--- src/rtl/cache_way_alloc_pkg.sv ---
// Shared types for the cache replacement controller.
//   way_t         : way index of the 8-way set
//   NUM_WAYS      : ways per set
//   alloc_state_t : replacement sequencer states
package cache_types;

    typedef logic [2:0] way_t;

    localparam int unsigned NUM_WAYS = 8;

    typedef enum logic [1:0] {
        IDLE      = 2'd0,
        WRITEBACK = 2'd1,
        FILL      = 2'd2,
        UPDATE    = 2'd3
    } alloc_state_t;

endpackage

--- src/rtl/cache_way_alloc_if.sv ---
// Bus between the cache control side and the replacement controller.
// master : cache control / PLRU tree / metadata / memory side
// slave  : cache_way_alloc
//   req, hit, hit_way, valid_vec, dirty_vec, plru_way, mem_resp : master -> slave
//   plru_load, plru_mru, victim_way, mem_write, mem_read,
//   fill_load, done                                             : slave -> master
interface cache_way_alloc_if;
    import cache_types::*;

    logic                req;
    logic                hit;
    way_t                hit_way;
    logic [NUM_WAYS-1:0] valid_vec;
    logic [NUM_WAYS-1:0] dirty_vec;
    way_t                plru_way;
    logic                plru_load;
    way_t                plru_mru;
    way_t                victim_way;
    logic                mem_write;
    logic                mem_read;
    logic                mem_resp;
    logic                fill_load;
    logic                done;

    modport master (
        output req, hit, hit_way, valid_vec, dirty_vec, plru_way, mem_resp,
        input  plru_load, plru_mru, victim_way, mem_write, mem_read, fill_load, done
    );

    modport slave (
        input  req, hit, hit_way, valid_vec, dirty_vec, plru_way, mem_resp,
        output plru_load, plru_mru, victim_way, mem_write, mem_read, fill_load, done
    );

endinterface

--- src/rtl/cache_way_alloc_way_prio_enc.sv ---
// Lowest-index invalid way finder.
//   valid_vec_i : valid bits of the indexed set
//   found_o     : at least one way is invalid
//   way_o       : lowest-index invalid way (0 when none found)
module way_prio_enc
    import cache_types::*;
(
    input  logic [NUM_WAYS-1:0] valid_vec_i,
    output logic                found_o,
    output way_t                way_o
);

    // Scan high to low so the lowest invalid index is the last one written.
    always_comb begin
        found_o = 1'b0;
        way_o   = '0;
        for (int i = NUM_WAYS - 1; i >= 0; i--) begin
            if (!valid_vec_i[i]) begin
                found_o = 1'b1;
                way_o   = way_t'(i);
            end
        end
    end

endmodule

--- src/rtl/cache_way_alloc.sv ---
// Replacement controller for the 8-way cache: hit promotion and the miss path
// (victim select, dirty writeback, fill, MRU update).
//   clk : clock
//   rst : asynchronous active-high reset
//   bus : cache_way_alloc_if.slave (request, set metadata, PLRU and memory handshake)
// Optional feature: ALLOC_INVALID_FIRST_EN -- prefer the lowest-index invalid way
// as victim over the PLRU choice.
module cache_way_alloc
    import cache_types::*;
#(
    parameter int unsigned s_way = 3  // only 3 (8 ways) is supported
) (
    input  logic                clk,
    input  logic                rst,
    cache_way_alloc_if.slave    bus
);

    alloc_state_t   state_q, state_d;
    way_t           victim_q, victim_d;
    logic [s_way-1:0] sel_way;
    logic           sel_wb;

`ifdef ALLOC_INVALID_FIRST_EN
    logic inv_found;
    way_t inv_way;

    way_prio_enc u_prio_enc (
        .valid_vec_i (bus.valid_vec),
        .found_o     (inv_found),
        .way_o       (inv_way)
    );

    // An invalid victim holds no data, so it never needs a writeback.
    assign sel_way = inv_found ? inv_way : bus.plru_way;
    assign sel_wb  = !inv_found && bus.valid_vec[bus.plru_way] && bus.dirty_vec[bus.plru_way];
`else
    assign sel_way = bus.plru_way;
    assign sel_wb  = bus.valid_vec[bus.plru_way] && bus.dirty_vec[bus.plru_way];
`endif

    logic plru_load, mem_write, mem_read, fill_load, done;
    way_t plru_mru;

    always_comb begin
        state_d   = state_q;
        victim_d  = victim_q;
        plru_load = 1'b0;
        plru_mru  = '0;
        mem_write = 1'b0;
        mem_read  = 1'b0;
        fill_load = 1'b0;
        done      = 1'b0;
        unique case (state_q)
            IDLE: begin
                if (bus.req && bus.hit) begin
                    done      = 1'b1;
                    plru_load = 1'b1;
                    plru_mru  = bus.hit_way;
                end else if (bus.req) begin
                    victim_d = sel_way;
                    state_d  = sel_wb ? WRITEBACK : FILL;
                end
            end
            WRITEBACK: begin
                mem_write = 1'b1;
                if (bus.mem_resp) state_d = FILL;
            end
            FILL: begin
                mem_read = 1'b1;
                if (bus.mem_resp) begin
                    fill_load = 1'b1;
                    state_d   = UPDATE;
                end
            end
            UPDATE: begin
                plru_load = 1'b1;
                plru_mru  = victim_q;
                done      = 1'b1;
                state_d   = IDLE;
            end
            default: state_d = IDLE;
        endcase
    end

    always_ff @(posedge clk or posedge rst) begin
        if (rst) begin
            state_q  <= IDLE;
            victim_q <= '0;
        end else begin
            state_q  <= state_d;
            victim_q <= victim_d;
        end
    end

    // The IDLE hit path is combinational from req/hit, so mask it while reset
    // is held to keep every output quiet during reset.
    assign bus.plru_load  = plru_load && !rst;
    assign bus.plru_mru   = rst ? '0 : plru_mru;
    assign bus.mem_write  = mem_write && !rst;
    assign bus.mem_read   = mem_read && !rst;
    assign bus.fill_load  = fill_load && !rst;
    assign bus.done       = done && !rst;
    assign bus.victim_way = victim_q;

endmodule

--- src/flat_wrapper.sv ---
// flat-port wrapper written by rule: the top's interface ports become plain ports
module cache_way_alloc_flat import cache_types::*;
#(
    parameter int unsigned s_way = 3                                 
)
  (clk, rst, bus_req, bus_hit, bus_hit_way, bus_valid_vec, bus_dirty_vec, bus_plru_way, bus_mem_resp, bus_plru_load, bus_plru_mru, bus_victim_way, bus_mem_write, bus_mem_read, bus_fill_load, bus_done);
  cache_way_alloc_if bus_i ();
  input  logic clk;
  input  logic rst;
  input wire logic [$bits(bus_i.req)-1:0] bus_req;
  input wire logic [$bits(bus_i.hit)-1:0] bus_hit;
  input wire logic [$bits(bus_i.hit_way)-1:0] bus_hit_way;
  input wire logic [$bits(bus_i.valid_vec)-1:0] bus_valid_vec;
  input wire logic [$bits(bus_i.dirty_vec)-1:0] bus_dirty_vec;
  input wire logic [$bits(bus_i.plru_way)-1:0] bus_plru_way;
  input wire logic [$bits(bus_i.mem_resp)-1:0] bus_mem_resp;
  output wire logic [$bits(bus_i.plru_load)-1:0] bus_plru_load;
  output wire logic [$bits(bus_i.plru_mru)-1:0] bus_plru_mru;
  output wire logic [$bits(bus_i.victim_way)-1:0] bus_victim_way;
  output wire logic [$bits(bus_i.mem_write)-1:0] bus_mem_write;
  output wire logic [$bits(bus_i.mem_read)-1:0] bus_mem_read;
  output wire logic [$bits(bus_i.fill_load)-1:0] bus_fill_load;
  output wire logic [$bits(bus_i.done)-1:0] bus_done;
  assign bus_i.req = bus_req;
  assign bus_i.hit = bus_hit;
  assign bus_i.hit_way = bus_hit_way;
  assign bus_i.valid_vec = bus_valid_vec;
  assign bus_i.dirty_vec = bus_dirty_vec;
  assign bus_i.plru_way = bus_plru_way;
  assign bus_i.mem_resp = bus_mem_resp;
  assign bus_plru_load = bus_i.plru_load;
  assign bus_plru_mru = bus_i.plru_mru;
  assign bus_victim_way = bus_i.victim_way;
  assign bus_mem_write = bus_i.mem_write;
  assign bus_mem_read = bus_i.mem_read;
  assign bus_fill_load = bus_i.fill_load;
  assign bus_done = bus_i.done;
  cache_way_alloc #(.s_way(s_way)) u_core (.clk(clk), .rst(rst), .bus(bus_i));
endmodule
--- config.mk ---
export PLATFORM = sky130hd
export DESIGN_NAME = cache_way_alloc_flat
export DESIGN_NICKNAME = d
export VERILOG_FILES = /design/src/rtl/cache_way_alloc_pkg.sv /design/src/rtl/cache_way_alloc_if.sv /design/src/rtl/cache_way_alloc_way_prio_enc.sv /design/src/rtl/cache_way_alloc.sv /design/src/flat_wrapper.sv
export SDC_FILE = /design/constraint.sdc
export NUM_CORES = 1
export LEC_CHECK = 0
export CORE_MARGIN = 2
export CORE_UTILIZATION = 34
export CTS_CLUSTER_SIZE = 24
export DETAILED_ROUTE_END_ITERATION = 10
export GPL_ROUTABILITY_DRIVEN = 0
export PLACE_DENSITY_LB_ADDON = 0.2
export SYNTH_ARGS = -nofsm -noshare
export SYNTH_HDL_FRONTEND = slang
export SYNTH_HIERARCHICAL = 1
export SYNTH_SLANG_ARGS = --single-unit
--- constraint.sdc ---
create_clock -name clk -period 2.35 [get_ports clk]
set_input_delay 0.47 -clock clk [delete_from_list [all_inputs] [get_ports clk]]
set_output_delay 0.47 -clock clk [all_outputs]
set_load 0.02 [all_outputs]
==> flow_metrics.tcl <==
set metrics [dict create \
    seq_power_share_pct 21.3 \
    die_height_um 41.50 \
    swShare_pct 42.86 \
    drv_cap 0 \
    synth-edff-count 0 \
    antenna_found_initial 0 \
    synthArstFlopShare_pct 100.0 \
    antenna_cells 0 \
    grt_overflow 0 \
    syn_area_um2 478.0 \
    synth_top_area_share_pct 26.18 \
    cts_made_buffers 3 \
    syn-num-nets 85 \
    timing.final.max_slew_violations 0 \
    power_density_nw_per_um2 889.9 \
    fillers 123 \
    via_count 559 \
    grt_pass1_vias 599 \
    area_growth_pct 90.05 \
    htreeDepth 1 \
    status "completed" \
    intPower_mw 0.4619 \
    hold_buffers 0 \
    drt_iter0_drc 8 \
    synthTopCellsByArea "dfrtp_1 26%, ha_1 13%, nand2_1 7.9%" \
    crit_arrival_ns 1.76 \
    ys_warn_count 6 \
    ir_worst_vdd_mv 0.7098 \
    hp-class "primary input to async pin" \
    dieArea_um2 1722 \
    crit_path_start_kind "primary input" \
    yosysSeqAreaShare_pct 26.18 \
    viasPerCell 4.991 \
    grt_max_degree 8 \
    dp_cells 108 \
    setup_tns_ns 0 \
    cts_buffer_depth 2 \
    multi_input_area_um2 326.6 \
    yosys.area.top_type "dfrtp_1" \
    criticalPathCategory "primary input to output pin" \
    setup_ws_ns 0.1217 \
    start_util_pct 36.73 \
    synth_most_common_cell "nand2_1" \
    syn_avg_cell_area_um2 9.018 \
    cp_cell_sequence "clkdlybuf4s50_1 -> and3_1 -> a22oi_1 -> nor3_1 -> dlygate4sd2_1" \
    first_pass_iters 3 \
    cp_slowest_stage_delay_ns 0.51 \
    place_area_um2 889.6 \
    dp.final_hpwl_mm 1.209 \
    crit_slowest_cell "clkdlybuf4s50_1" \
    final-setup-viol-count 0 \
    nets 130 \
    grt_pass1_wl_mm 2.477 \
    core_um2 1301 \
    ios 38 \
    wl_per_cell_um 12.29 \
    ys_types 25 \
    rsz0062_at_grt "false" \
    root_buffer "clkbuf_4" \
    hold_viol 0 \
    ys_ff_latch 5 \
    die_w_um 41.50 \
    ant_nets 0 \
    period_share_pct 94.82 \
    worst_pin_slew_ns 0.2626 \
    clk_pin_slew_worst_paths_ns 0.04 \
    drive_gt1_share_pct 11.34 \
    slew_headroom_pct 82.49 \
    power_switching_mw 0.3464 \
    crit_fanout 4 \
    comb_power_share_pct 66.8 \
    period_needed_ns 2.228 \
    hold_ws_ns 0.4619 \
    wirelength_mm 1.376 \
    final_design_area_no_fill_um2 908.4 \
    finalPower_mw 0.8083 \
    ys_top_cells_by_count "10 x nand2_1, 5 x dfrtp_1, 5 x ha_1, 5 x inv_1, 3 x nor3_1" \
    p_leak_nw 0.4054 \
    drcViolationCount 0 \
    stdcell_count 112 \
    globalRouteTotalUtil_pct 18.03 \
    num_rows 13 \
    regArea_um2 125.1 \
    pre_cts_slack_ns -0.1829 \
    synth_top_flop_cell "dfrtp_1" \
    end_kind "output pin" \
    post-route-util_pct 69.81 \
    clock_latency_ns 0.24 \
    max_freq_ghz 0.4488 \
    critPathRequiredTime_ns 1.88 \
    portBuffers 37 \
    fin_skew_ns 0.001925 \
    cts_sinks 5 \
    power_frac_clock_pct 11.9 \
    syn_inst 53 \
    cts_tree "yes" \
]
## state kept, by name (all words and copies together) (netlist names)
register	cells
u_core/state_q	2
u_core/bus.victim_way	3
## cell usage in the layout, fill, tap and decap left out, drive strengths merged, types with 2 or more instances in the layout
master and count:
o22ai 2, a22oi 2, buf 4, nand2 10
dfrtp 5, ha 5, clkbuf 4, inv 5
and3 2, nor2 2, nor3 3, mux4 2
clkdlybuf4s50 31, o21ai 2, dlygate4sd2 6, mux2 3
## worst paths after layout
kind                                           from                       end  slack, ns  cells after the start
max in group asynchronous                       rst         u_core/state_q[0]       1.78                      3
hold / removal                                  rst  u_core/bus.victim_way[0]       0.46                      3
hold reg to reg            u_core/bus.victim_way[1]  u_core/bus.victim_way[1]       0.55                      1
setup reg to reg                  u_core/state_q[0]         u_core/state_q[0]       0.80                      7
min in group clk           u_core/bus.victim_way[1]  u_core/bus.victim_way[1]       0.55                      1
setup / recovery                            bus_hit           bus_plru_mru[2]       0.12                      5
## metal layers
metal  part of all wire [%]  global-route usage, %  up-vias
met1                     45                  20.60      261
met5                      0                      0        -
met4                      0                  7.742        0
li1                       -                      -      283
met2                     51                  30.94       15
met3                    4.4                  5.217        0
## power by group through the flow
| stage | registers (mW) | clock network, mW | logic, mW |
|---|---|---|---|
| floorplan | 0.196 | 0 | 0.291 |
| global placement | 0.172 | 0 | 0.536 |
| detailed placement | 0.173 | 0 | 0.554 |
| CTS | 0.172 | 0.101 | 0.542 |
| global route | 0.180 | 0.112 | 0.582 |
| finish | 0.173 | 0.0962 | 0.540 |
## final cells by class
class / instances / area share (%)
timing repair buffer: 41 / 43.25
multi-input combinational: 42 / 35.95
sequential: 5 / 13.77
clock buffer: 4 / 2.893
inverter: 5 / 2.066
tap: 15 / 2.066
## critical path, delay by kind of cell
kind | cells | cell delay (ns)
buffers and inverters | 2 | 0.86
and+or+nand+nor | 2 | 0.34
AOI/OAI and AO/OA | 1 | 0.08
## kinds of logic (layout without fill, tap and decap cells)
group	Yosys count	in the layout	synth area share, %
simple gates	22	22	21.73
compound gates	10	10	16.23
buf+inv	6	50	5.498
fa+ha+maj	5	5	13.09
mux	5	5	17.28
flops	5	5	26.18
## repair_timing
| item | in CTS | in global routing |
|---|---|---|
| endpoints found under the setup margin | 6 | 0 |
| gates resized for setup | 6 | 0 |
| buffers inserted | 0 | 0 |
No activity file was read; power rests on OpenSTA's default activity.
